==> src/rtl/mc_control_fsm.sv <==
// Multi-cycle MIPS32 main controller.
// Steps the shared ALU, memory port and register file through one
// instruction at a time, stalling on mem_ready in the memory states and
// aborting a memory wait after MEM_WAIT_MAX idle cycles.
//
// Handshake: mem_ready is a level "memory done" qualifier, sampled only in
// FETCH, MEMRD and MEMWR. The controller holds its strobes until the cycle
// mem_ready=1 is seen, then advances on that clock edge. In all other
// states mem_ready is ignored.
module mc_control_fsm #(
  parameter int MEM_WAIT_MAX = 15
) (
  input  logic       clk,
  input  logic       rst_n,
  input  logic [5:0] opcode,
  input  logic       zero_flag,
  input  logic       mem_ready,
  output logic       pc_write,
  output logic       pc_write_cond,
  output logic       i_or_d,
  output logic       mem_read,
  output logic       mem_write,
  output logic       ir_write,
  output logic       mem_to_reg,
  output logic       reg_dst,
  output logic       reg_write,
  output logic       alu_src_a,
  output logic [1:0] alu_src_b,
  output logic [1:0] alu_op,
  output logic [1:0] pc_source,
  output logic [3:0] state,
  output logic       illegal_op,
  output logic       mem_timeout
);

  localparam logic [3:0] S_FETCH  = 4'd0;
  localparam logic [3:0] S_DECODE = 4'd1;
  localparam logic [3:0] S_MEMADR = 4'd2;
  localparam logic [3:0] S_MEMRD  = 4'd3;
  localparam logic [3:0] S_MEMWB  = 4'd4;
  localparam logic [3:0] S_MEMWR  = 4'd5;
  localparam logic [3:0] S_EXEC   = 4'd6;
  localparam logic [3:0] S_ALUWB  = 4'd7;
  localparam logic [3:0] S_BRANCH = 4'd8;
  localparam logic [3:0] S_JUMP   = 4'd9;
  localparam logic [3:0] S_ADDIEX = 4'd10;
  localparam logic [3:0] S_ADDIWB = 4'd11;

  localparam logic [5:0] OP_RTYPE = 6'b000000;
  localparam logic [5:0] OP_LW    = 6'b100011;
  localparam logic [5:0] OP_SW    = 6'b101011;
  localparam logic [5:0] OP_BEQ   = 6'b000100;
  localparam logic [5:0] OP_J     = 6'b000010;
  localparam logic [5:0] OP_ADDI  = 6'b001000;

  localparam logic [7:0] WAIT_MAX = 8'(MEM_WAIT_MAX);

  logic [3:0] state_q;
  logic [3:0] state_d;
  logic [7:0] wait_cnt;
  logic       illegal_hit;
  logic       illegal_q;
  logic       timeout_q;
  logic       wait_state;
  logic       timeout_hit;

  // zero_flag only matters to the datapath (pc_write_cond is ANDed there).
  logic unused_zero;
  assign unused_zero = zero_flag;

  assign wait_state  = (state_q == S_FETCH) || (state_q == S_MEMRD) ||
                       (state_q == S_MEMWR);
  // mem_ready=1 in the limit cycle wins over the abort.
  assign timeout_hit = wait_state && !mem_ready && (wait_cnt == WAIT_MAX);

  assign state       = state_q;
  assign illegal_op  = illegal_q;
  assign mem_timeout = timeout_q;

  // State register, wait counter and registered pulse outputs.
  always_ff @(posedge clk or negedge rst_n) begin
    if (!rst_n) begin
      state_q   <= S_FETCH;
      wait_cnt  <= 8'd0;
      illegal_q <= 1'b0;
      timeout_q <= 1'b0;
    end else begin
      state_q   <= state_d;
      illegal_q <= illegal_hit;
      timeout_q <= timeout_hit;
      // Counter restarts on any state change (entry) and on abort.
      if (state_d != state_q || timeout_hit)
        wait_cnt <= 8'd0;
      else if (wait_state && !mem_ready)
        wait_cnt <= wait_cnt + 8'd1;
      else
        wait_cnt <= 8'd0;
    end
  end

  // Next-state selection from opcode and memory handshake.
  always_comb begin
    state_d     = state_q;
    illegal_hit = 1'b0;
    case (state_q)
      S_FETCH: begin
        if (mem_ready)        state_d = S_DECODE;
        else if (timeout_hit) state_d = S_FETCH;
      end
      S_DECODE: begin
        case (opcode)
          OP_RTYPE:     state_d = S_EXEC;
          OP_LW, OP_SW: state_d = S_MEMADR;
          OP_BEQ:       state_d = S_BRANCH;
          OP_J:         state_d = S_JUMP;
          OP_ADDI:      state_d = S_ADDIEX;
          default: begin
            state_d     = S_FETCH;
            illegal_hit = 1'b1;
          end
        endcase
      end
      S_MEMADR: begin
        if (opcode == OP_LW)      state_d = S_MEMRD;
        else if (opcode == OP_SW) state_d = S_MEMWR;
        else                      state_d = S_FETCH;
      end
      S_MEMRD: begin
        if (mem_ready)        state_d = S_MEMWB;
        else if (timeout_hit) state_d = S_FETCH;
      end
      S_MEMWR: begin
        if (mem_ready || timeout_hit) state_d = S_FETCH;
      end
      S_EXEC:   state_d = S_ALUWB;
      S_ADDIEX: state_d = S_ADDIWB;
      S_MEMWB, S_ALUWB, S_BRANCH, S_JUMP, S_ADDIWB: state_d = S_FETCH;
      default:  state_d = S_FETCH;
    endcase
  end

  // Per-state datapath controls; strobes are forced low while in reset.
  always_comb begin
    pc_write      = 1'b0;
    pc_write_cond = 1'b0;
    i_or_d        = 1'b0;
    mem_read      = 1'b0;
    mem_write     = 1'b0;
    ir_write      = 1'b0;
    mem_to_reg    = 1'b0;
    reg_dst       = 1'b0;
    reg_write     = 1'b0;
    alu_src_a     = 1'b0;
    alu_src_b     = 2'b00;
    alu_op        = 2'b00;
    pc_source     = 2'b00;
    case (state_q)
      S_FETCH: begin
        mem_read  = 1'b1;
        alu_src_b = 2'b01;
        ir_write  = mem_ready;
        pc_write  = mem_ready;
      end
      S_DECODE: alu_src_b = 2'b11;
      S_MEMADR: begin
        alu_src_a = 1'b1;
        alu_src_b = 2'b10;
      end
      S_MEMRD: begin
        mem_read = 1'b1;
        i_or_d   = 1'b1;
      end
      S_MEMWB: begin
        reg_write  = 1'b1;
        mem_to_reg = 1'b1;
      end
      S_MEMWR: begin
        mem_write = !timeout_hit;
        i_or_d    = 1'b1;
      end
      S_EXEC: begin
        alu_src_a = 1'b1;
        alu_op    = 2'b10;
      end
      S_ALUWB: begin
        reg_write = 1'b1;
        reg_dst   = 1'b1;
      end
      S_BRANCH: begin
        alu_src_a     = 1'b1;
        alu_op        = 2'b01;
        pc_write_cond = 1'b1;
        pc_source     = 2'b01;
      end
      S_JUMP: begin
        pc_write  = 1'b1;
        pc_source = 2'b10;
      end
      S_ADDIEX: begin
        alu_src_a = 1'b1;
        alu_src_b = 2'b10;
      end
      S_ADDIWB: reg_write = 1'b1;
      default: ;
    endcase
    if (!rst_n) begin
      pc_write      = 1'b0;
      pc_write_cond = 1'b0;
      mem_read      = 1'b0;
      mem_write     = 1'b0;
      ir_write      = 1'b0;
      reg_write     = 1'b0;
    end
  end

endmodule

==> config.mk <==
export PLATFORM = sky130hd
export DESIGN_NAME = mc_control_fsm
export DESIGN_NICKNAME = d
export VERILOG_FILES = /design/src/rtl/mc_control_fsm.sv
export SDC_FILE = /design/constraint.sdc
export NUM_CORES = 1
export LEC_CHECK = 0
export ABC_AREA = 1
export ABC_CLOCK_PERIOD_IN_PS = 3900
export BUFFER_PORTS_ARGS = -buffer_cell sky130_fd_sc_hd__buf_2
export CORE_ASPECT_RATIO = 0.7
export CORE_MARGIN = 2
export CORE_UTILIZATION = 30
export CTS_CLUSTER_DIAMETER = 40
export DETAILED_ROUTE_END_ITERATION = 10
export PLACE_DENSITY = 0.56
export SYNTH_ARGS = -nofsm -noshare
export SYNTH_HDL_FRONTEND = slang
export SYNTH_SLANG_ARGS = --single-unit
==> constraint.sdc <==
create_clock -name clk -period 3.9 [get_ports clk]
set_input_delay 0.195 -clock clk [delete_from_list [all_inputs] [get_ports clk]]
set_output_delay 0.195 -clock clk [all_outputs]
set_load 0.005 [all_outputs]
==> metrics.txt, run 1 <==
setup_tns 0 ns; WL/cell 10.7 um; max-slew violations 0; largest cells by area after synthesis dfrtp_1 32%, nand2_1 8.6%, nor2_1 8.6%; Avg Inst Size Synth 7.22 sq um; Placement Setup Slack 2.23 ns; vias 1059; Pleak 0.795 nW; CTS Buf Count 3; FFs w/ async S/R, synth 100%; CP Class reg -> out; Seq pwr share 34.6%; Worst Path Required 3.70 ns; fillers 387; vias per cell 4.49; Final Power 0.500 mW; post-route cell area 1370 sq um; global route overflow 0; Routed WL 2.53 mm; Die Ht 54.6 um; crit path launch type register; RSZ-0062 raised after global routing false; Psw 0.186 mW; crit-path max FO 6; antenna cells 0; DRC viols 0; Placed Cells 231; Max Cap Viol 0; WP data arrival 1.61 ns; Post-DP HPWL 2.03 mm; Synth top area share 31.9%; buffer levels on the longest clock path 2; Clock Pin Slew Worst Setup and Hold Paths 0.06 ns; std cell rows 18; TritonCTS clock tree built; Die W 76.3 um; post-synth top area cell dfrtp_1; Hold/Removal Path Class in -> reg; I/O pin total 32; Fmax 0.554 GHz; NumNets Final 198; switching share of power 37.3%; DP Area 1300 sq um; dominant synthesized flop cell dfrtp_1; RD Place Congestion 0.841; outcome complete, no violations; post-layout util 38.9%; combined area of the multi-input logic cells 657 sq um; Clock power frac 28.2%; Port Buffers 30; Worst-Margin Slew 0.379 ns; Min Hold Slack 0.323 ns; pwr dens 365 nW/um^2; htree depth 1; clk_skew 0.00287 ns; Period Utilization, post-route 46.3%; layout cells sized above 1 35.5%; syn nets 163; Syn Inst Count 152; Reg area 350 sq um; synth cell count leaders 25 x nand2_1, 25 x nor2_1, 18 x inv_1, 16 x nand3_1, 14 x dfrtp_1; vias in the first global route 931; initial antenna violation count 0; Netlist cell types 27; synth-to-layout area growth 24.6%; Worst-Skew Late Latency 0.24 ns; Seq cells post-synth 14; Starting Density 31.2%; Setup crit end kind primary output; CTS root buf clkbuf_8; First DRT Iteration DRCs 72; number of synthesized flops with an enable pin 0; die area 4170 sq um; largest net degree at the start of global routing 18; Max-slew headroom 74.8%; Antenna Nets Post-Route 0; Non-Filler Instances 236; P_int 0.313 mW; global-route wire length before repair 4.43 mm; minimum clock period 1.81 ns; Logic pwr share 37.2%; Synth Cell Area 1100 sq um; Yosys Warn Count 0; core box area 3510 sq um; GRT Overall Usage 13.5%; Max IR drop VDD 0.000156 V; final setup vio count 0; Hold Fails Final Rpt 0; CTS sink cnt 14; final setup margin 2.09 ns; sequential share of the synthesized area 31.9%; DR pass1 iterations 4
[logic make-up after synthesis]
logic type / after synthesis / share of synthesized area, %
compound gates: 9 / 4.68
fa+ha+maj: 1 / 1.14
buf+inv: 23 / 8.21
flops: 14 / 31.9
simple gates: 105 / 54.0
[state kept, by name (all words and copies together) (netlist names)]
signal and cells:
illegal_op 1, mem_timeout 1, wait_cnt 8, state 4
[cells in the final DEF, fill, tap and decap left out, drive strengths merged]
| master | netlist | layout |
|---|---|---|
| nand3 | 23 | 23 |
| or2 | 2 | 2 |
| nor3b | 1 | 1 |
| nor2 | 32 | 32 |
| a31oi | 1 | 1 |
| buf | 1 | 30 |
| nand4 | 2 | 2 |
| dfrtp | 14 | 14 |
| ha | 1 | 1 |
| a21oi | 4 | 4 |
| inv | 22 | 22 |
| o31ai | 2 | 2 |
| nor3 | 9 | 9 |
| and3 | 2 | 2 |
| nand3b | 1 | 1 |
| o21ai | 2 | 2 |
| nand2 | 33 | 33 |
| dlygate4sd3 | 0 | 1 |
| clkbuf | 0 | 4 |
[critical path: stages (launching register included)]
cell and delay, ns:
dfrtp_1 0.37, ha_1 0.18, nand2_1 0.06, inv_1 0.06
nand2_1 0.10, nor2_1 0.19, nand3_4 0.14, nand4_1 0.10
inv_1 0.05, buf_2 0.12
[layout make-up]
class                   instances  area share, %
multi-input cells             115           48.0
flip-flops and latches         14           25.6
repair buffers                 31           11.7
inverters                      22           6.04
well taps                      50           4.57
clock buffers                   4           4.03
[routing by layer]
metal	global-route usage (%)	wire length, um	vias to the layer above
met5	0	0	-
met4	2.73	19	0
met3	2.81	106	2
met2	18.1	975	25
met1	21.4	1430	471
li1	-	-	561
[worst paths after layout]
kind / from / endpoint / slack, ns / cells past startpoint
min: opcode[3] / state[1]$_DFF_PN0_ / 0.32 / 4
min reg2reg: wait_cnt[2]$_DFF_PN0_ / wait_cnt[2]$_DFF_PN0_ / 0.57 / 3
max reg2reg: state[2]$_DFF_PN0_ / wait_cnt[1]$_DFF_PN0_ / 2.22 / 9
max in group asynchronous: rst_n / state[3]$_DFF_PN0_ / 3.23 / 2
min in group asynchronous: rst_n / wait_cnt[1]$_DFF_PN0_ / 0.40 / 2
max: wait_cnt[0]$_DFF_PN0_ / mem_write / 2.09 / 9
[power groups by stage]
stage	registers, mW	logic, mW	clock network, mW
detailed placement	0.176	0.187	0
finish	0.173	0.186	0.141
global placement	0.176	0.186	0
global route	0.176	0.211	0.153
CTS	0.173	0.189	0.146
floorplan	0.173	0.131	0
[what timing repair did]
item                                    in CTS  in global routing
resized for setup                            0                  0
buffers inserted                             0                  0
hold endpoints to repair                    14                  0
endpoints found under the setup margin       0                  0
hold buffers                                 1                  0
(Power assumes the default switching activity.)
==> run 2, diff against run 1 <==
- ABC_CLOCK_PERIOD_IN_PS: 3900 -> 1700
- clock period: 3.9 -> 1.7 ns (I/O delays scaled with it)
==> run 2 against run 1 <==
Utilization up 4.7 points. Count of clock-buffer cells in the layout unchanged. Via count grew 4.7%. Final cell count grew 5.9%. Largest power group unchanged.
==> metrics.txt, run 2 (synthesis gave the netlist of run 1 again) <==
outcome complete, no violations (unchanged); Die W 76.3 um (unchanged); max reg flops 8 (unchanged); Worst path most repeated cell nand3_4; CTS root buf clkbuf_8 (unchanged); pwr dens 813 nW/um^2 (was 365 nW/um^2); global-route wire length before repair 4.46 mm (was 4.43 mm); Max-slew headroom 75.8% (was 74.8%); Post-DP HPWL 2.18 mm (was 2.03 mm); Hold/Removal Path Class in -> reg (unchanged); slowest cell delay on critical path 0.46 ns (was 0.37 ns); Psw 0.465 mW (was 0.186 mW); core box area 3510 sq um (unchanged); commonest non-fill, non-tap cell in the layout buf_2 (unchanged); Worst Path Required 1.62 ns (was 3.70 ns); DRC viols 0 (unchanged); NumNets Final 212 (was 198); synth-to-layout area growth 39.8% (was 24.6%); std cell rows 18 (unchanged); DP Area 1360 sq um (was 1300 sq um); Max Cap Viol 0 (unchanged); max-slew violations 0 (unchanged); vias 1109 (was 1059); hold depth 4 (unchanged); DR pass1 iterations 4 (unchanged); vias per cell 4.44 (was 4.49); most frequent cells in the layout 30 x buf_2, 23 x nand2_1, 22 x nor2_1 (was 30 x buf_2, 25 x nand2_1, 25 x nor2_1); First DRT Iteration DRCs 53 (was 72); CTS Buf Count 3 (unchanged); global route overflow 0 (unchanged); reg2reg path depth 8 (was 9); Buf+Inv Stages, Crit Path 2 (was 3); Clock Pin Slew Worst Setup and Hold Paths 0.06 ns (about the same); slowest cell on the critical path dfrtp_2 (was dfrtp_1); worst path cell trace nor2_2, nand2_4, nand3_4, nand3_4, nand4_1, inv_1, buf_2 (was ha_1, nand2_1, inv_1, nand2_1, nor2_1, nand3_4, nand4_1, inv_1, buf_2); minimum clock period 1.61 ns; WP data arrival 1.52 ns (was 1.61 ns); buffer levels on the longest clock path 2 (unchanged); Worst-Margin Slew 0.362 ns (was 0.379 ns); CP Class reg -> out (unchanged); GRT Overall Usage 13.7% (was 13.5%); Period Utilization, post-route 94.6%; Setup crit end kind primary output (unchanged); crit path launch type register (unchanged); RD Place Congestion 0.823 (was 0.841); Hold Path End state[1]$_DFF_PN0_ (unchanged); P_int 0.781 mW (was 0.313 mW); Worst-Skew Late Latency 0.25 ns (was 0.24 ns); crit-path max FO 6 (unchanged); Antenna Nets Post-Route 0 (unchanged); Min Hold Slack 0.221 ns (was 0.323 ns); Port Buffers 30 (unchanged); clk_skew 0.00181 ns (was 0.00287 ns); largest net degree at the start of global routing 15 (was 18); reg-to-reg slack, setup 0.10 ns (was 2.22 ns); Hold Fails Final Rpt 0 (unchanged); post-route cell area 1530 sq um (was 1370 sq um); layout cells sized above 1 46.0% (was 35.5%); FF-to-FF End wait_cnt[4]$_DFF_PN0_ (was wait_cnt[1]$_DFF_PN0_); TritonCTS clock tree built (unchanged); register name with the most flops wait_cnt (unchanged); CTS sink cnt 14 (unchanged); setup_tns 0 ns (unchanged); Die Ht 54.6 um (unchanged); CP delay by family, top simple AND/OR/NAND/NOR gates (unchanged); Fmax 0.622 GHz; antenna cells 0 (unchanged); HP Start opcode[3] (unchanged); Starting Density 31.2% (unchanged); Logic pwr share 42.4% (was 37.2%); initial antenna violation count 0 (unchanged); die area 4170 sq um (unchanged); Seq pwr share 31.4% (was 34.6%); final setup vio count 0 (unchanged); htree depth 1 (unchanged); WL/cell 11.0 um (was 10.7 um); I/O pin total 32 (unchanged); Placed Cells 239 (was 231); RSZ-0062 raised after global routing true (was false); switching share of power 37.3% (about the same); vias in the first global route 956 (was 931); Non-Filler Instances 250 (was 236); Routed WL 2.75 mm (was 2.53 mm); Pleak 0.867 nW (was 0.795 nW); reg-to-reg critical path startpoint state[3]$_DFF_PN0_ (was state[2]$_DFF_PN0_); Clock power frac 26.1% (was 28.2%); Max IR drop VDD 0.000314 V (was 0.000156 V)
## run 2: changes by cell type in the layout (fill, tap and decap cells not counted), moves of 2 or more
cell     change
buf_4       +14
dfrtp_1      -3
dfrtp_2      +3
nor2_1       -3
nand2_1      -2
nand2_4      +2
nand3_1      -2
nand3_4      +2
nor2_2       +2
## run 2: worst max-delay path by stage
stage,start,endpoint,slack (ns),depth (start not counted)
after floorplan,state[2]$_DFF_PN0_,wait_cnt[0]$_DFF_PN0_,0.24,10
after global placement,state[3]$_DFF_PN0_,wait_cnt[4]$_DFF_PN0_,0.05,8
after detailed placement,wait_cnt[0]$_DFF_PN0_,wait_cnt[4]$_DFF_PN0_,0.05,10
after CTS,state[3]$_DFF_PN0_,mem_write,0.003,7
after global routing,wait_cnt[0]$_DFF_PN0_,wait_cnt[0]$_DFF_PN0_,-0.03,10
final,state[0]$_DFF_PN0_,mem_write,0.09,7
## run 2: layer usage
metal | track usage, % | wire (um) | up-vias
met5 | 0 | 0 | -
met3 | 3.47 | 129 | 2
li1 | - | - | 586
met2 | 19.8 | 1050 | 24
met4 | 1.82 | 13 | 0
met1 | 20.8 | 1560 | 497
## run 2: worst min-delay path, cell delays in order
cell,delay (ns)
buf_2,0.13
nor2_2,0.09
nor2_1,0.07
nand2_1,0.06
## run 2: area by class of cell
class	count	area, sq um
tap	50	62.6
multi-input combinational	115	714
fill	392	1980
clock buffer	4	55.1
timing repair buffer	45	265
inverter	22	82.6
sequential	14	354
## run 2: repair_timing
action                                 4_1_cts  5_1_grt
setup endpoints to repair                    1        6
gates cloned                                 0        0
hold buffers                                 1        0
gates resized for setup                      1       16
endpoints found under the hold margin       14        0
buffers inserted                             0        6
pin swaps                                    0        9
## run 2: metrics by stage
step	worst slack (ns)	utilization [%]	power, mW
5_1_grt	-0.0311	43.7	1.34
6_report	0.0913	43.7	1.25
2_1_floorplan	0.241	-	0.696
4_1_cts	0.00312	40.7	1.21
3_5_place_dp	0.0545	38.8	0.875
3_3_place_gp	0.0498	38.8	0.876
## run 2: power by group through the flow
stage                     Combinational, mW  Sequential [mW]  Clock (mW)
after CTS                             0.487            0.387       0.331
final                                 0.529            0.392       0.326
after floorplan                       0.300            0.396           0
after global placement                0.483            0.392           0
after global routing                  0.590            0.395       0.352
after detailed placement              0.483            0.392           0
